`src/rtl/vertex_post_processor_if.sv`:
```
// Handshake and data bundle between a vertex producer and vertex_post_processor.
// The producer side uses master and the post-processor uses slave.
interface vertex_post_processor_if #(
    parameter int DATAWIDTH     = 18,
    parameter int SCREEN_WIDTH  = 320,
    parameter int SCREEN_HEIGHT = 240
);
    logic [3:0][DATAWIDTH-1:0]          i_vertex;
    logic                               i_dv;
    logic                               o_ready;
    logic                               i_ready;
    logic [$clog2(SCREEN_WIDTH)-1:0]    o_sx;
    logic [$clog2(SCREEN_HEIGHT)-1:0]   o_sy;
    logic signed [DATAWIDTH-1:0]        o_z;
    logic                               o_clipped;
    logic                               o_dv;

    modport master (
        output i_vertex, i_dv, i_ready,
        input  o_ready, o_sx, o_sy, o_z, o_clipped, o_dv
    );

    modport slave (
        input  i_vertex, i_dv, i_ready,
        output o_ready, o_sx, o_sy, o_z, o_clipped, o_dv
    );
endinterface

```
`src/rtl/vertex_post_processor.sv`:
```
// Clip-space vertex to screen-space pixel: reciprocal of w, perspective divide,
// viewport mapping and NDC-cube clipping, one vertex in flight at a time.
//
// state    | meaning
// IDLE     | o_ready=1, waiting for i_dv
// DIV      | restoring divider, one quotient bit of 2^(2F)/w per cycle
// SCALE    | x,y,z multiplied by saturated reciprocal
// VIEWPORT | NDC mapped to pixel coordinates, clip flag computed
// DONE     | o_dv=1, results held until i_ready
module vertex_post_processor #(
    parameter int DATAWIDTH     = 18,
    parameter int FRACBITS      = 12,
    parameter int SCREEN_WIDTH  = 320,
    parameter int SCREEN_HEIGHT = 240
) (
    input  logic                    clk,
    input  logic                    rst,
    vertex_post_processor_if.slave  vif
);
    localparam int DIV_STEPS = 2 * FRACBITS + 1;
    localparam int QW        = DIV_STEPS;
    localparam int CW        = $clog2(DIV_STEPS);
    localparam int RW        = DATAWIDTH + 1;
    localparam int PW        = 2 * DATAWIDTH;
    localparam int SXW       = $clog2(SCREEN_WIDTH);
    localparam int SYW       = $clog2(SCREEN_HEIGHT);
    localparam int SAT_MAX   = 2 ** (DATAWIDTH - 1) - 1;

    localparam logic signed [DATAWIDTH-1:0] ONE_N   = DATAWIDTH'(2 ** FRACBITS);
    localparam logic signed [DATAWIDTH-1:0] RECIP_MAX = DATAWIDTH'(SAT_MAX);
    localparam logic signed [39:0]          ONE_40  = 40'(2 ** FRACBITS);
    localparam logic signed [39:0]          HALF_W  = 40'(SCREEN_WIDTH / 2);
    localparam logic signed [39:0]          HALF_H  = 40'(SCREEN_HEIGHT / 2);

    typedef enum logic [2:0] {IDLE, DIV, SCALE, VIEWPORT, DONE} state_t;

    state_t state, state_nxt;

    logic [CW-1:0]                div_cnt;
    logic [RW-1:0]                rem;
    logic [QW-1:0]                quot;
    logic [DATAWIDTH-1:0]         divisor;
    logic signed [DATAWIDTH-1:0]  cx, cy, cz;
    logic signed [DATAWIDTH-1:0]  nx, ny, nz;
    logic [SXW-1:0]               sx_q;
    logic [SYW-1:0]               sy_q;
    logic signed [DATAWIDTH-1:0]  z_q;
    logic                         clipped_q;

    logic                         accept;
    logic                         w_nonpos;
    logic [RW-1:0]                rem_shift;
    logic                         rem_ge;
    logic [RW-1:0]                rem_next;
    logic signed [DATAWIDTH-1:0]  recip;
    logic signed [39:0]           vx, vy;
    logic                         clip_any;

    function automatic logic signed [DATAWIDTH-1:0] scale_sat(
        input logic signed [DATAWIDTH-1:0] c,
        input logic signed [DATAWIDTH-1:0] r
    );
        logic signed [PW-1:0] p;
        p = PW'(c) * PW'(r);
        p = p >>> FRACBITS;
        if (!p[PW-1] && (|p[PW-2:DATAWIDTH-1]))
            return {1'b0, {(DATAWIDTH-1){1'b1}}};
        if (p[PW-1] && !(&p[PW-2:DATAWIDTH-1]))
            return {1'b1, {(DATAWIDTH-1){1'b0}}};
        return p[DATAWIDTH-1:0];
    endfunction

    function automatic logic [15:0] vp_clamp(input logic signed [39:0] v, input int dim);
        if (v < 0)
            return '0;
        if (v > 40'(dim - 1))
            return 16'(dim - 1);
        return v[15:0];
    endfunction

    assign accept   = (state == IDLE) && vif.i_dv;
    assign w_nonpos = vif.i_vertex[3][DATAWIDTH-1] || (vif.i_vertex[3] == '0);

    // The only nonzero dividend bit of 2^(2F) enters on the first step.
    assign rem_shift = {rem[RW-2:0], (div_cnt == CW'(DIV_STEPS - 1))};
    assign rem_ge    = rem_shift >= {1'b0, divisor};
    assign rem_next  = rem_ge ? (rem_shift - {1'b0, divisor}) : rem_shift;
    assign recip     = (quot > QW'(SAT_MAX)) ? RECIP_MAX : quot[DATAWIDTH-1:0];

    always_comb begin
        vx = {{(40-DATAWIDTH){nx[DATAWIDTH-1]}}, nx};
        vy = {{(40-DATAWIDTH){ny[DATAWIDTH-1]}}, ny};
        vx = ((vx + ONE_40) * HALF_W) >>> FRACBITS;
        vy = ((ONE_40 - vy) * HALF_H) >>> FRACBITS;
        clip_any = (nx > ONE_N) || (nx < -ONE_N) ||
                   (ny > ONE_N) || (ny < -ONE_N) ||
                   (nz > ONE_N) || (nz < -ONE_N);
    end

    always_ff @(posedge clk or posedge rst) begin
        if (rst)
            state <= IDLE;
        else
            state <= state_nxt;
    end

    always_comb begin
        state_nxt = state;
        case (state)
            IDLE:     if (vif.i_dv) state_nxt = w_nonpos ? DONE : DIV;
            DIV:      if (div_cnt == '0) state_nxt = SCALE;
            SCALE:    state_nxt = VIEWPORT;
            VIEWPORT: state_nxt = DONE;
            DONE:     if (vif.i_ready) state_nxt = IDLE;
            default:  state_nxt = IDLE;
        endcase
    end

    always_comb begin
        vif.o_ready = (state == IDLE);
        vif.o_dv    = (state == DONE);
    end

    always_ff @(posedge clk or posedge rst) begin
        if (rst) begin
            div_cnt   <= '0;
            rem       <= '0;
            quot      <= '0;
            divisor   <= '0;
            cx        <= '0;
            cy        <= '0;
            cz        <= '0;
            nx        <= '0;
            ny        <= '0;
            nz        <= '0;
            sx_q      <= '0;
            sy_q      <= '0;
            z_q       <= '0;
            clipped_q <= 1'b0;
        end else begin
            if (accept) begin
                cx      <= vif.i_vertex[0];
                cy      <= vif.i_vertex[1];
                cz      <= vif.i_vertex[2];
                divisor <= vif.i_vertex[3];
                div_cnt <= CW'(DIV_STEPS - 1);
                rem     <= '0;
                quot    <= '0;
                if (w_nonpos) begin
                    sx_q      <= '0;
                    sy_q      <= '0;
                    z_q       <= '0;
                    clipped_q <= 1'b1;
                end
            end
            if (state == DIV) begin
                rem     <= rem_next;
                quot    <= {quot[QW-2:0], rem_ge};
                div_cnt <= div_cnt - 1'b1;
            end
            if (state == SCALE) begin
                nx <= scale_sat(cx, recip);
                ny <= scale_sat(cy, recip);
                nz <= scale_sat(cz, recip);
            end
            if (state == VIEWPORT) begin
                sx_q      <= SXW'(vp_clamp(vx, SCREEN_WIDTH));
                sy_q      <= SYW'(vp_clamp(vy, SCREEN_HEIGHT));
                z_q       <= nz;
                clipped_q <= clip_any;
            end
        end
    end

    assign vif.o_sx      = sx_q;
    assign vif.o_sy      = sy_q;
    assign vif.o_z       = z_q;
    assign vif.o_clipped = clipped_q;
endmodule

```
`src/flat_wrapper.sv`:
```
// flat-port wrapper written by rule: the top's interface ports become plain ports
module vertex_post_processor_flat 
#(
    parameter int DATAWIDTH     = 18,
    parameter int FRACBITS      = 12,
    parameter int SCREEN_WIDTH  = 320,
    parameter int SCREEN_HEIGHT = 240
)
  (clk, rst, vif_i_vertex, vif_i_dv, vif_i_ready, vif_o_ready, vif_o_sx, vif_o_sy, vif_o_z, vif_o_clipped, vif_o_dv);
  vertex_post_processor_if #(.DATAWIDTH(DATAWIDTH), .SCREEN_WIDTH(SCREEN_WIDTH), .SCREEN_HEIGHT(SCREEN_HEIGHT)) vif_i ();
  input  logic clk;
  input  logic rst;
  input wire logic [$bits(vif_i.i_vertex)-1:0] vif_i_vertex;
  input wire logic [$bits(vif_i.i_dv)-1:0] vif_i_dv;
  input wire logic [$bits(vif_i.i_ready)-1:0] vif_i_ready;
  output wire logic [$bits(vif_i.o_ready)-1:0] vif_o_ready;
  output wire logic [$bits(vif_i.o_sx)-1:0] vif_o_sx;
  output wire logic [$bits(vif_i.o_sy)-1:0] vif_o_sy;
  output wire logic [$bits(vif_i.o_z)-1:0] vif_o_z;
  output wire logic [$bits(vif_i.o_clipped)-1:0] vif_o_clipped;
  output wire logic [$bits(vif_i.o_dv)-1:0] vif_o_dv;
  assign vif_i.i_vertex = vif_i_vertex;
  assign vif_i.i_dv = vif_i_dv;
  assign vif_i.i_ready = vif_i_ready;
  assign vif_o_ready = vif_i.o_ready;
  assign vif_o_sx = vif_i.o_sx;
  assign vif_o_sy = vif_i.o_sy;
  assign vif_o_z = vif_i.o_z;
  assign vif_o_clipped = vif_i.o_clipped;
  assign vif_o_dv = vif_i.o_dv;
  vertex_post_processor #(.DATAWIDTH(DATAWIDTH), .FRACBITS(FRACBITS), .SCREEN_WIDTH(SCREEN_WIDTH), .SCREEN_HEIGHT(SCREEN_HEIGHT)) u_core (.clk(clk), .rst(rst), .vif(vif_i));
endmodule
```
`config.mk`:
```
export PLATFORM = sky130hd
export DESIGN_NAME = vertex_post_processor_flat
export DESIGN_NICKNAME = d
export VERILOG_FILES = /design/src/rtl/vertex_post_processor_if.sv /design/src/rtl/vertex_post_processor.sv /design/src/flat_wrapper.sv
export SDC_FILE = /design/constraint.sdc
export NUM_CORES = 2
export LEC_CHECK = 0
export CAP_MARGIN = 10
export CORE_UTILIZATION = 57
export DETAILED_ROUTE_END_ITERATION = 10
export HOLD_SLACK_MARGIN = 0.15
export PLACE_DENSITY = 0.85
export SYNTH_ARGS = -nofsm -noshare
export SYNTH_HDL_FRONTEND = slang
export SYNTH_SLANG_ARGS = --single-unit
```
`constraint.sdc`:
```
create_clock -name clk -period 8.95 [get_ports clk]
set_input_delay 2.685 -clock clk [delete_from_list [all_inputs] [get_ports clk]]
set_output_delay 2.685 -clock clk [all_outputs]
set_load 0.02 [all_outputs]
```
After elaboration in Yosys (flattened, before gate mapping)
Index checks and enable logic that the tools add are counted.
{"block": "word_totals", "ff_bits": 213, "wordCells": 147}
{"block": "op_classes", "addsub": 4, "multipliers": 5, "magnitude_cmp": 12, "n_eq_ne": 8, "muxes": 70, "n_reduce_logical": 33}
{"op": "2-to-1 mux 18 bit", "count": 19}
{"op": "multiplier 18 x 18 -> 36 bit", "count": 3}
{"op": "2-to-1 mux 9 bit", "count": 7}
{"op": "less-than comparator 28 x 1 -> 1 bit (second input constant)", "count": 2}
{"op": "2-to-1 mux 8 bit", "count": 7}
{"op": "greater-than comparator 18 x 14 -> 1 bit (second input constant)", "count": 3}
{"op": "less-than comparator 18 x 13 -> 1 bit (second input constant)", "count": 3}
{"op": "2-to-1 mux 25 bit", "count": 2}
{"op": "greater-than comparator 28 x 10 -> 1 bit (second input constant)", "count": 1}
{"op": "greater-than comparator 28 x 9 -> 1 bit (second input constant)", "count": 1}
{"op": "2-to-1 mux 1 bit", "count": 28}
{"op": "greater-than comparator 25 x 17 -> 1 bit (second input constant)", "count": 1}
{"op": "multiplier 19 x 5 -> 24 bit (second input constant)", "count": 1}
{"op": "multiplier 19 x 4 -> 23 bit (second input constant)", "count": 1}
{"op": "AND reduction 7 bit", "count": 3}
{"op": "OR reduction 7 bit", "count": 3}
{"op": "adder 18 x 14 -> 19 bit (second input constant)", "count": 1}
{"op": "greater-or-equal comparator 19 x 18 -> 1 bit", "count": 1}
{"op": "subtractor 14 x 18 -> 19 bit (first input constant)", "count": 1}
{"op": "zero test 18 bit", "count": 1}
{"op": "subtractor 18 bit", "count": 1}
{"op": "one-hot mux 3 bit (5 select lines)", "count": 1}
{"op": "2-to-1 mux 3 bit", "count": 4}
{"op": "2-to-1 mux 5 bit", "count": 2}
{"op": "other kinds (15)", "count": 35}

Depth between registers and ports, before layout
{"block": "depth", "depth_word": 11, "depth_mapped": 34, "ltp_nobuf": 28}

Worst setup path after synthesis
No wires, ideal clock.
{"block": "synth_timing", "path_kind": "register to register", "start": "register u_core.quot[21]", "end": "register u_core.nz[1]", "setup_time_ns": 0.077, "arrival_time_ns": 8.717, "slack_ns": 0.155, "path_stages_with_launch": 34, "n_path_buf": 5, "period_less_slack_ns": 8.795, "cell_sequence": "dfrtp_1 or4_4 buf_6 clkbuf_1 or3_1 clkbuf_1 clkbuf_1 nand2_1 inv_1 fa_1 inv_1 fa_1 inv_1 ha_1 inv_1 fa_1 inv_1 fa_1 inv_1 fa_1 inv_1 ha_1 nand2_1 o21ai_0 a21oi_1 a31oi_1 a41oi_1 o21bai_1 xnor2_1 or4b_2 o31ai_2 clkbuf_1 nand2_1 a21oi_1"}
{"block": "synth_between", "elab_chain_len": 11}
{"item": "start, declared", "line": "vertex_post_processor.sv:41", "text": "logic [QW-1:0] quot;"}
{"item": "start signal, assigned", "line": "vertex_post_processor.sv:158", "text": "quot <= {quot[QW-2:0], rem_ge};"}
{"item": "greater-than comparator 25 x 17 -> 1 bit *", "line": "vertex_post_processor.sv:88", "text": "assign recip = (quot > QW'(SAT_MAX)) ? RECIP_MAX : quot[DATAWIDTH-1:0];"}
{"item": "2-to-1 mux 18 bit *", "line": "vertex_post_processor.sv:88"}
{"item": "multiplier 18 x 18 -> 36 bit *", "line": "vertex_post_processor.sv:64", "text": "p = PW'(c) * PW'(r);"}
{"item": "AND reduction 7 bit", "line": "vertex_post_processor.sv:68", "text": "if (p[PW-1] && !(&p[PW-2:DATAWIDTH-1]))"}
{"item": "zero test 1 bit", "line": "vertex_post_processor.sv:68"}
{"item": "logical AND 1 bit", "line": "vertex_post_processor.sv:68"}
{"item": "2-to-1 mux 1 bit (2 in a row)", "line": "vertex_post_processor.sv:68"}
{"item": "2-to-1 mux 1 bit", "line": "vertex_post_processor.sv:161", "text": "if (state == SCALE) begin"}
{"item": "2-to-1 mux 18 bit", "line": "vertex_post_processor.sv:70", "text": "return p[DATAWIDTH-1:0];"}
{"item": "2-to-1 mux 18 bit *", "line": "vertex_post_processor.sv:68"}
{"item": "end signal, assigned", "line": "vertex_post_processor.sv:164", "text": "nz <= scale_sat(cz, recip);"}
{"item": "end, declared", "line": "vertex_post_processor.sv:44", "text": "logic signed [DATAWIDTH-1:0] nx, ny, nz;"}
Every way passes the cells marked *; elsewhere a longest branch is shown, timed or not. The select of a mux whose other input is x is not followed.
A chain may end at the register's enable or synchronous reset.

Worst setup path after layout
{"block": "layout_timing", "start": "register u_core.quot[24]", "end": "register u_core.nz[16]"}
Same word-level chain as after synthesis.

==> impl_metrics.env <==
export IMPL_timing_critical_path_slowest_stage_cell="or4b_2"
export IMPL_holdPathStages=2
export IMPL_clk_path_buf_depth=3
export IMPL_syn_to_final_growth_pct=7.41
export IMPL_cts_tree="yes"
export IMPL_critPathMostFrequentCell="fa_1"
export IMPL_min_period_over_period_pct=96.5
export IMPL_clock_tree_root_cell="clkbuf_16"
export IMPL_outcome="finished clean"
export IMPL_grtUsageTotal_pct=28.9
export IMPL_placement_io_buffers=113
export IMPL_syn_inst=5347
export IMPL_average_cell_area_after_synthesis_sq_um=9.04
export IMPL_worst_r2r_startpoint="u_core.quot[24]$_DFFE_PP0P_"
export IMPL_cp_num_buf_inv=7
export IMPL_postSynthRegisterBits=213
export IMPL_grt_pass1_wl_um=199000
export IMPL_routed_via_density=5.53
export IMPL_max_slew_margin_rel_pct=27.1
export IMPL_vias=36200
export IMPL_cp_data_arrival_time_ns=9.16
export IMPL_synth_sequential_area_ratio_pct=11.0
export IMPL_fmax_ghz=0.116
export IMPL_synth_edf_count=0
export IMPL_worstSetupPathType="reg -> reg"
export IMPL_report_final_slew_viol_count=0
export IMPL_clk_pin_slew_ns=0.06
export IMPL_initial_util_pct=57.7
export IMPL_worstPathRequired_ns=9.48
export IMPL_cts_hold_buffers_added=0
export IMPL_post_drt_wl_per_cell_um=18.0
export IMPL_chipHeight_um=293
export IMPL_hold_slack_ns=0.477
export IMPL_critical_path_peak_fanout=38
export IMPL_die_area_sq_mm=0.0860
export IMPL_worst_pin_slew_ns=1.08
export IMPL_place_hpwl_um=93700
export IMPL_clock_insertion_delay_worst_skew_ns=0.61
export IMPL_remaining_drc_errors=0
export IMPL_post_syn_area_sq_mm=0.0483
export IMPL_setup_violations=0
export IMPL_max_cap_violations=0
export IMPL_worst_setup_start_kind="flop"
export IMPL_critical_path_max_stage_delay_ns=0.68
export IMPL_min_to="u_core.vif.o_sy[4]$_DFFE_PP0P_"
export IMPL_placeableCoreArea_sq_mm=0.0838
export IMPL_reg2reg_setup_slack_ns=0.32
export IMPL_worst_r2r_endpoint="u_core.nz[16]$_DFFE_PP0N_"
export IMPL_num_rows=106
export IMPL_grt_antenna_before_repair=3
export IMPL_gp_routability_congestion=0.912
export IMPL_num_nets_final=6839
export IMPL_synth_distinct_cells=83
export IMPL_antenna_violating_nets_post_route=0
export IMPL_global_route_overflow_total=0
export IMPL_asyncSetResetFlopFracSynth_pct=100
export IMPL_startpoint_of_the_lowest_slack_hold_path="u_core.vif.o_sy[4]$_DFFE_PP0P_"
export IMPL_boundaryPins=114
export IMPL_h_tree_levels=1
export IMPL_grt_pass1_vias=40000
export IMPL_die_width_um=293
export IMPL_r2r_worst_path_cells=28
export IMPL_wl_um=118000
export IMPL_drive_gt1_share_pct=3.11
export IMPL_grt_max_degree=89
export IMPL_worst_min_delay_path_class="reg -> reg"
export IMPL_cts_made_buffers=29
export IMPL_max_clock_skew_ns=0.0237
export IMPL_hold_violations=0
export IMPL_place_ws_ns=0.0983
export IMPL_min_period_ns=8.63
export IMPL_ys_dominant_reg_cell="dfrtp_1"
export IMPL_ys_warnings_count=0
export IMPL_worst_setup_startpoint="u_core.quot[24]$_DFFE_PP0P_"
export IMPL_cp_top_family="adder cells"
export IMPL_drtPass1Iterations=7
export IMPL_dr_iter_0_viols=2510
export IMPL_critical_path_endpoint_type="flop"
export IMPL_finalWorstSetupSlack_ns=0.316
export IMPL_sink_count=213
worst reg2reg max path, delay by kind of cell, from the launching register on:
kind                       cells  cell delay, ns
buffers and inverters          7            0.82
adders and majority gates      7            3.29
AOI/OAI and AO/OA              5            1.11
DFF                            1            0.41
xor gates and xnor gates       1            0.12
and+or+nand+nor                8            2.78
stage by stage:
| stage | util, % | instance area (sq um) | setup TNS [ns] | cells |
|---|---|---|---|---|
| 2_1_floorplan | - | 48500 | 0 | 5399 |
| 3_3_place_gp | 60.5 | 50700 | 0 | 6482 |
| 3_5_place_dp | 60.5 | 50700 | 0 | 6482 |
| 4_1_cts | 61.8 | 51800 | 0 | 6534 |
| 5_1_grt | 61.9 | 51900 | -0.181 | 6537 |
| 6_report | 61.9 | 51900 | 0 | 6538 |
cell usage after synthesis (15+ instances only):
library cell | count | area (sq um)
a211oi_1 | 15 | 113
a21o_1 | 39 | 293
a21oi_1 | 147 | 736
a221o_1 | 16 | 160
a22o_1 | 20 | 175
a31oi_1 | 16 | 100
and2_1 | 484 | 3030
and3_1 | 17 | 106
clkbuf_1 | 212 | 796
dfrtp_1 | 213 | 5330
fa_1 | 1016 | 20300
ha_1 | 365 | 4570
inv_1 | 1242 | 4660
nand2_1 | 802 | 3010
nand3_1 | 65 | 325
nand4_1 | 17 | 106
nor2_1 | 116 | 435
nor2b_1 | 26 | 163
nor3_1 | 29 | 145
nor4_1 | 19 | 119
o21a_1 | 18 | 135
o21ai_0 | 91 | 455
o22a_1 | 18 | 158
or3_1 | 27 | 169
xnor2_1 | 106 | 928
xor2_1 | 51 | 447
layout by cell type, fill, tap and decap left out, types with 106 or more instances in the layout:
master	instances
xnor2_1	106
nand2_1	801
clkdlybuf4s50_1	113
nor2_1	114
a21oi_1	145
ha_1	364
fa_1	1016
and2_1	483
dfrtp_1	213
inv_1	1238
logic make-up after synthesis:
kind of cell             synth area share (%)
multiplexers                            0.106
XOR/XNOR                                 2.84
AND/OR/NAND/NOR                          16.6
adder cells (fa/ha/maj)                  51.5
buffers and inverters                    11.4
flip-flops                               11.0
other                                  0.0155
AO/OA/AOI/OAI                            6.45
flip-flops by register name (all words and copies together) (netlist names):
name / count
u_core.state: 3
u_core.vif.o_clipped: 1
u_core.ny: 18
u_core.nz: 18
u_core.rem: 18
u_core.cx: 18
u_core.quot: 25
u_core.cy: 18
u_core.div_cnt: 5
u_core.vif.o_z: 18
u_core.cz: 18
u_core.vif.o_sy: 8
u_core.divisor: 18
u_core.nx: 18
u_core.vif.o_sx: 9
area by class of cell:
type / instances / area [sq um]
multi-input combinational: 3722 / 37800
fill: 6702 / 31900
sequential: 213 / 5330
inverter: 1242 / 4670
timing repair buffer: 174 / 1620
tap: 1134 / 1420
clock buffer: 37 / 826
clock inverter: 15 / 245
antenna: 1 / 2.50
worst max path at each step:
stage / endpoint / slack (ns) / depth (start not counted)
after floorplan: u_core.nz[1]$_DFFE_PP0N_ / 0.16 / 33
after global placement: u_core.nz[0]$_DFFE_PP0N_ / 0.28 / 27
after detailed placement: u_core.nz[16]$_DFFE_PP0N_ / 0.1 / 27
after CTS: u_core.nz[16]$_DFFE_PP0N_ / 0.06 / 27
after global routing: u_core.nz[16]$_DFFE_PP0N_ / -0.06 / 28
final: u_core.nz[16]$_DFFE_PP0N_ / 0.32 / 28
layer usage:
metal	track usage (%)	vias up	part of all wire, %
li1	-	16000	-
met1	35.6	18300	37
met2	50.4	1474	50
met3	4.27	405	7.5
met4	13.2	6	5.4
met5	0	-	0.034
repair_timing:
action                     in CTS  in global routing
setup endpoints to repair       0                 51
setup buffers                   0                  3
gates resized for setup         0                 29
Power is not shown: default switching activity piles up to over one toggle a cycle in this logic, so the estimate is an artifact.
